File: config.mk
export PLATFORM = sky130hd
export DESIGN_NAME = reg_scan_ctrl
export DESIGN_NICKNAME = d
export VERILOG_FILES = /design/src/rtl/reg_scan_ctrl.sv
export SDC_FILE = /design/constraint.sdc
export NUM_CORES = 1
export LEC_CHECK = 0
export ABC_CLOCK_PERIOD_IN_PS = 2350
export CAP_MARGIN = 30
export CORE_AREA = 4 4 68 70
export CTS_CLUSTER_DIAMETER = 60
export DETAILED_ROUTE_END_ITERATION = 12
export DIE_AREA = 0 0 72 74
export PLACE_DENSITY_LB_ADDON = 0.2
export RECOVER_POWER = 100
export SLEW_MARGIN = 10
export SYNTH_ARGS = -nofsm -noshare
export SYNTH_HDL_FRONTEND = slang
export SYNTH_SLANG_ARGS = --single-unit
File: constraint.sdc
create_clock -name clk -period 2.35 [get_ports clk]
set_input_delay 0.5875 -clock clk [delete_from_list [all_inputs] [get_ports clk]]
set_output_delay 0.5875 -clock clk [all_outputs]
set_load 0.01 [all_outputs]
File: src/rtl/reg_scan_ctrl.sv
// reg_scan_ctrl: walks a register readout mux and streams each captured word
// out over a valid/ready handshake. It can run a full scan of the mapped
// addresses or a single read of any 6-bit address.
// Build option: define SCAN_INTERNAL_EN to include the internal group
// 0x10..0x14 in the full scan (23 words). Without it the scan is 18 words.
module reg_scan_ctrl #(
    parameter int unsigned SETTLE = 1
) (
    input  logic        clk,
    input  logic        rst_n,
    input  logic        start,
    input  logic        mode,
    input  logic [5:0]  single_addr,
    input  logic        abort,
    input  logic [15:0] reg_data,
    output logic [1:0]  sel,
    output logic [3:0]  reg_sel,
    output logic [15:0] dout,
    output logic [5:0]  dout_addr,
    output logic        dout_valid,
    input  logic        dout_ready,
    output logic        busy,
    output logic        done
);

    localparam logic [2:0] ST_IDLE    = 3'd0;
    localparam logic [2:0] ST_SETUP   = 3'd1;
    localparam logic [2:0] ST_WAIT    = 3'd2;
    localparam logic [2:0] ST_CAPTURE = 3'd3;
    localparam logic [2:0] ST_SEND    = 3'd4;
    localparam logic [2:0] ST_DONE    = 3'd5;

    localparam logic [3:0] SETTLE_CNT = 4'(SETTLE);
    localparam logic [5:0] LAST_ADDR  = 6'h3F;

    logic [2:0]  state_q, state_d;
    logic [5:0]  addr_q, addr_d;
    logic        mode_q, mode_d;
    logic [3:0]  cnt_q, cnt_d;
    logic [1:0]  sel_q, sel_d;
    logic [3:0]  reg_sel_q, reg_sel_d;
    logic [15:0] dout_q, dout_d;
    logic [5:0]  dout_addr_q, dout_addr_d;
    logic        dout_valid_q, dout_valid_d;

    // Full-scan successor: jumps over the unmapped holes in the address map.
    function automatic logic [5:0] next_scan_addr(input logic [5:0] a);
        logic [5:0] n;
        n = a + 6'd1;
`ifdef SCAN_INTERNAL_EN
        if (a == 6'h14) begin
            n = 6'h3E;
        end
`else
        if (a == 6'h0F) begin
            n = 6'h3E;
        end
`endif
        return n;
    endfunction

    // Next-state and datapath decode; abort overrides everything outside IDLE.
    always_comb begin
        state_d      = state_q;
        addr_d       = addr_q;
        mode_d       = mode_q;
        cnt_d        = cnt_q;
        sel_d        = sel_q;
        reg_sel_d    = reg_sel_q;
        dout_d       = dout_q;
        dout_addr_d  = dout_addr_q;
        dout_valid_d = dout_valid_q;

        case (state_q)
            ST_IDLE: begin
                if (start) begin
                    state_d = ST_SETUP;
                    mode_d  = mode;
                    addr_d  = mode ? single_addr : 6'h00;
                end
            end
            ST_SETUP: begin
                sel_d     = addr_q[5:4];
                reg_sel_d = addr_q[3:0];
                cnt_d     = SETTLE_CNT;
                state_d   = ST_WAIT;
            end
            ST_WAIT: begin
                // A zero count is treated like one so the FSM can never stall here.
                if (cnt_q <= 4'd1) begin
                    cnt_d   = 4'd0;
                    state_d = ST_CAPTURE;
                end else begin
                    cnt_d = cnt_q - 4'd1;
                end
            end
            ST_CAPTURE: begin
                dout_d       = reg_data;
                dout_addr_d  = {sel_q, reg_sel_q};
                dout_valid_d = 1'b1;
                state_d      = ST_SEND;
            end
            ST_SEND: begin
                if (dout_ready) begin
                    dout_valid_d = 1'b0;
                    if (mode_q || (addr_q == LAST_ADDR)) begin
                        state_d = ST_DONE;
                    end else begin
                        addr_d  = next_scan_addr(addr_q);
                        state_d = ST_SETUP;
                    end
                end
            end
            ST_DONE: begin
                state_d = ST_IDLE;
            end
            default: begin
                state_d      = ST_IDLE;
                dout_valid_d = 1'b0;
            end
        endcase

        if (abort && (state_q != ST_IDLE)) begin
            state_d      = ST_IDLE;
            dout_valid_d = 1'b0;
        end
    end

    // State and output registers with synchronous active-low clear.
    always_ff @(posedge clk) begin
        if (!rst_n) begin
            state_q      <= ST_IDLE;
            addr_q       <= 6'h00;
            mode_q       <= 1'b0;
            cnt_q        <= 4'd0;
            sel_q        <= 2'd0;
            reg_sel_q    <= 4'd0;
            dout_q       <= 16'h0000;
            dout_addr_q  <= 6'h00;
            dout_valid_q <= 1'b0;
        end else begin
            state_q      <= state_d;
            addr_q       <= addr_d;
            mode_q       <= mode_d;
            cnt_q        <= cnt_d;
            sel_q        <= sel_d;
            reg_sel_q    <= reg_sel_d;
            dout_q       <= dout_d;
            dout_addr_q  <= dout_addr_d;
            dout_valid_q <= dout_valid_d;
        end
    end

    assign sel        = sel_q;
    assign reg_sel    = reg_sel_q;
    assign dout       = dout_q;
    assign dout_addr  = dout_addr_q;
    assign dout_valid = dout_valid_q;
    assign busy       = (state_q != ST_IDLE);
    assign done       = (state_q == ST_DONE);

endmodule

; ---- Yosys cells after proc, flatten, opt, wreduce, memory -nomap -nowiden
; Index checks and enable logic that the tools add are counted.
[totals]
register_bits = 43
inputBits = 28
out_inout_bits = 31
word_cells = 52
[op_classes]
addsub = 2
magnitude_cmp = 1
n_eq_ne = 11
n_mux = 15
bitwise = 2
n_reduce_logical = 12
[op_table]
columns = op, n
row1 = $mux W6, 5
row2 = $pmux W3 S5, 1
row3 = $mux W3, 4
row4 = $pmux W6 S2, 1
row5 = $ne A2 B2 Y1 const B, 4
row6 = $pmux W4 S2, 1
row7 = $add A6 B1 Y6 const B, 1
row8 = $eq A3 B2 Y1 const B, 2
row9 = $eq A3 B3 Y1 const B, 2
row10 = $eq A6 B4 Y1 const B, 1
row11 = $eq A6 B6 Y1 const B, 1
row12 = $le A4 B1 Y1 const B, 1
row13 = $mux W4, 1
row14 = $reduce_and A2 Y1, 2
row15 = $reduce_and A4 Y1, 1
row16 = $reduce_bool A2 Y1, 2
row17 = $reduce_or A4 Y1, 1
row18 = $sub A4 B1 Y4 const B, 1
row19 = $eq A3 B1 Y1 const B, 1
row20 = $logic_not A3 Y1, 1
row21 = $pmux W1 S3, 1
row22 = $reduce_and A3 Y1, 1
row23 = $reduce_bool A3 Y1, 1
row24 = $not A1 Y1, 2
row25 = other kinds (4), 4

; ---- Logic depth before layout (Yosys ltp)
[depth]
depth_word = 5
depth_mapped = 6
ltp_nobuf = 6

; ---- Least setup slack after synthesis
; OpenSTA, ideal clock, no wires.
[synth_timing]
path_type = input -> register
from = input dout_ready
to = register addr_q[3]
setup_time_ps = 134
t_arrival_ps = 1405
t_required_ps = 2216
setup_slack_ps = 810
path_stages = 4
n_path_buf = 0
path_cell_list = nand3b_1 -> a211o_1 -> o311ai_1 -> o41ai_2
[synth_between]
elab_chain_len = 2
[synth_rtl]
columns = item, line_no
row1 = start: declaration, 21  ; input logic dout_ready,
row2 = $ne A2 B2 Y1 (no line), --
row3 = $reduce_and A4 Y1 (no line), --
row4 = end signal: assignment, 143  ; addr_q <= addr_d;
row5 = end: declaration, 37  ; logic [5:0] addr_q, addr_d;
; No other way between the ends.
; A chain may end at the register's enable or synchronous reset.

; ---- Worst setup path in the final report
[layout_timing]
from = register state_q[0]
to = output done
[layout_between]
elab_chain_len = 1
[layout_rtl]
columns = item, line_no
row1 = start: declaration, 36  ; logic [2:0] state_q, state_d;
row2 = start signal: assignment, 142  ; state_q <= state_d;
row3 = $eq A3 B3 Y1, 160  ; assign done = (state_q == ST_DONE);
row4 = end: declaration, 23  ; output logic done
; No other way between the ends.

==> summary.md <==
| Metric | Value |
|---|---|
| Worst setup SP type | flip-flop |
| CTS Sinks | 43 |
| Endpoints failing setup | 0 |
| Final Cell Area | 2640 um2 |
| Routed Antenna Nets | 0 |
| I/O pin count | 59 |
| NetSw | about 0.48 mW |
| Clock Pin Slew Worst Setup and Hold Paths | 90 ps |
| Initial antenna violation count | 0 |
| Inserted Clock Buffers | 5 |
| Fin. Hold Viols | 0 |
| Reg2Reg Capture Point | dout[11] |
| H-Tree Level Count | 2 |
| M1 WL | approximately 2.1 mm |
| Ranking of synthesized cells by area | dfxtp_1, nand2_1, a21oi_1 |
| Gate power share | 18.6% |
| CTS tree | done |
| DP Worst Slack | 186 ps |
| Min Hold Slack | 453 ps |
| Die width | 72 um |
| Synth Area per Inst | 8.15 um2 |
| GR Overflow Total | 0 |
| Port Buffer Count | 58 |
| Hold Crit Start | dout_addr[3] |
| Min cycle time layout | 2180 ps |
| RSZ-0062 raised after global routing | false |
| Top routing layer in use | met4 |
| Met2 wire length | 2.22 mm |
| Crit Path Max Fanout | 4 |
| Cell with the most instances after synthesis | nand2_1 |
| Leakage | around 1.1 nW |
| Starting Density | between 40% and 50% |
| Area delta synth->final | 36.1% |
| Drt drc | 0 |
| Row Count | 23 |
| Slew @ Worst Pin | 479 ps |
| Count of cell types in the netlist | 46 |
| Hold EP | dout_addr[3] |
| Cell Area, Placed | ~2600 um2 |
| Sequential-to-total area share from yosys stat | 44.4% |
| Initial DRC count | 50 |
| Synth Instances | 238 |
| Final worst slack | 175 ps |
| Final Cycle Share | between 90% and 100% |
| Worst-case reg-to-reg path depth | 6 |
| Met3 WL | 283 um |
| P_int | between 1 and 1.5 mW |
| Crit path cell chain | inv_1 > nor3b_1 > clkdlybuf4s50_1 |
| Most common flop cell mapped by yosys | dfxtp_1 |
| Seq pwr share | 51.0% |
| Fmax | 460 MHz |
| Worst r2r src | state_q[2] |
| Ys Warns | 0 |
| CTS max path bufs | 2 |
| Maximum VDD drop | 512 uV |
| Mapped Area | 1940 um2 |
| Area leader, netlist | dfxtp_1 |
| Overall power | roughly 1.6 mW |
| Routed vias | roughly 1800 |
| Layout cell share with drive strength beyond 1 | under 10% |
| First-pass GRT wire length | 7.61 mm |
| Ant diodes | 0 |
| Core area | 3970 um2 |
| Max incr delay on CP | 570 ps |
| GRT Total Usage | 18.3% |
| WL final | around 4.7 mm |
| Worst R2R Setup Slack | between 500 and 600 ps |
| Max-slew headroom | 68.0% |
| CP bufs+invs | 2 |
| Die Ht | approximately 74 um |
| Clock power share | 30.4% |
| Root buffer cell | clkbuf_8 |
| Synth Register Bits | 43 |
| Routability cong. | 0.806 |
| WL per Instance | 13.5 um |
| WS Path Type | reg -> out |
| Async S/R FF share, synth | 0% |
| HPWL Detailed | between 3 and 4 mm |
| Status | finished, final reports clean |
| Crit path capture type | output port |
| Clk_lat worst skew | 300 ps |
| Final Non-Filler Cells | roughly 350 |
| Nets | 328 |
| Total of max-cap violations | 0 |
| Sw frac | about 30% |
| Layout Utilization | 66.5% |
| Vias in the first global route | 1632 |
| Slowest cell on crit path | clkdlybuf4s50_1 |
| Worst hold path class | reg -> reg |
| Power Density | about 610 nW/um2 |
| Post-synth top area share | 44.4% |
| Pre-antenna DRT Iters | 4 |
| Layout Skew | ~6 ps |
| Largest net degree at the start of global routing | 24 |
| Post-Syn Nets | 269 |
| Die ar. | 5330 um2 |
| WP data required | between 1500 and 2000 ps |
| Fin Setup TNS | 0 ps |
| Post-synth EDFFs | 0 |
| Hold-critical path depth | 2 |
| DR vias/cell | between 5 and 6 |
| Placed Instances | 340 |
| Top cell family by delay on the critical path | buffers and inverters |
| Crit path DAT | 1590 ps |
| Synth top cells by count | nand2_1, dfxtp_1, a21oi_1 |
| Max-slew violations | 0 |
-- worst register-to-register path, stage by stage (launching register included) --
cell and delay (ps):
dfxtp_1 480, clkbuf_1 340, and2b_1 280, and2_1 170, buf_4 210, nand2_1 110
a21oi_1 60
-- per-layer routing --
| metal | vias to the layer above | track usage [%] |
|---|---|---|
| met1 | 847 | 22.5 |
| met2 | 42 | 30.1 |
| met4 | 0 | 7.72 |
| met5 | - | 0 |
| li1 | 940 | - |
| met3 | 8 | 5.41 |
-- state kept, by name, indices dropped and copies added (netlist names) --
| name | cells |
|---|---|
| dout | 16 |
| addr_q | 6 |
| dout_addr | 6 |
| cnt_q | 4 |
| reg_sel | 4 |
| state_q | 3 |
| sel | 2 |
| dout_valid | 1 |
| mode_q | 1 |
-- area by class of cell --
type / count / area (um2)
inverters: 7 / 26.3
fillers: 360 / 1330
repair buffers: 65 / 623
flip-flops and latches: 43 / 862
clock buffers: 5 / 68.8
well taps: 50 / 62.6
clock inverters: 3 / 23.8
multi-input cells: 175 / 973
-- cell families after synthesis --
family,after synthesis,share of synthesized area [%]
AO/OA/AOI/OAI,60,20.2
flip-flops,43,44.4
XOR/XNOR,3,1.36
multiplexers,7,3.61
buffers and inverters,20,4.71
adder cells (fa/ha/maj),3,1.94
AND/OR/NAND/NOR,102,23.8
-- power groups by stage --
stage | logic, mW | registers [mW] | clock network (mW)
4_1_cts | 0.310 | 0.818 | 0.503
6_report | 0.298 | 0.818 | 0.489
3_3_place_gp | 0.302 | 0.833 | 0
2_1_floorplan | 0.201 | 0.814 | 0
3_5_place_dp | 0.307 | 0.834 | 0
5_1_grt | 0.327 | 0.826 | 0.535
-- layout by cell type, fill, tap and decap left out, drive strengths merged, types with 3 or more instances in the layout --
cell type,count
clkdlybuf4s50,27
buf,4
dlygate4sd3,31
a211oi,3
nor2,17
and2,3
mux2i,7
nand3,4
nand2,60
inv,7
xor2,3
nor3,3
ha,3
and3,3
dfxtp,43
clkbuf,8
a21oi,30
o21ai,9
-- how the worst max path moves through the flow --
stage	start	end	slack, ps	cells past startpoint
floorplan	dout_ready	addr_q[3]	810	4
global placement	dout_ready	addr_q[3]	220	5
detailed placement	dout_ready	addr_q[0]	190	5
CTS	state_q[2]	done	170	2
global route	state_q[0]	done	80	3
finish	state_q[0]	done	170	3
-- what timing repair did --
action	in CTS	in global routing
hold buffers	0	0
buffers inserted	0	0
gates resized for setup	1	0
setup endpoints to repair	1	0
(Power assumes the default switching activity.)
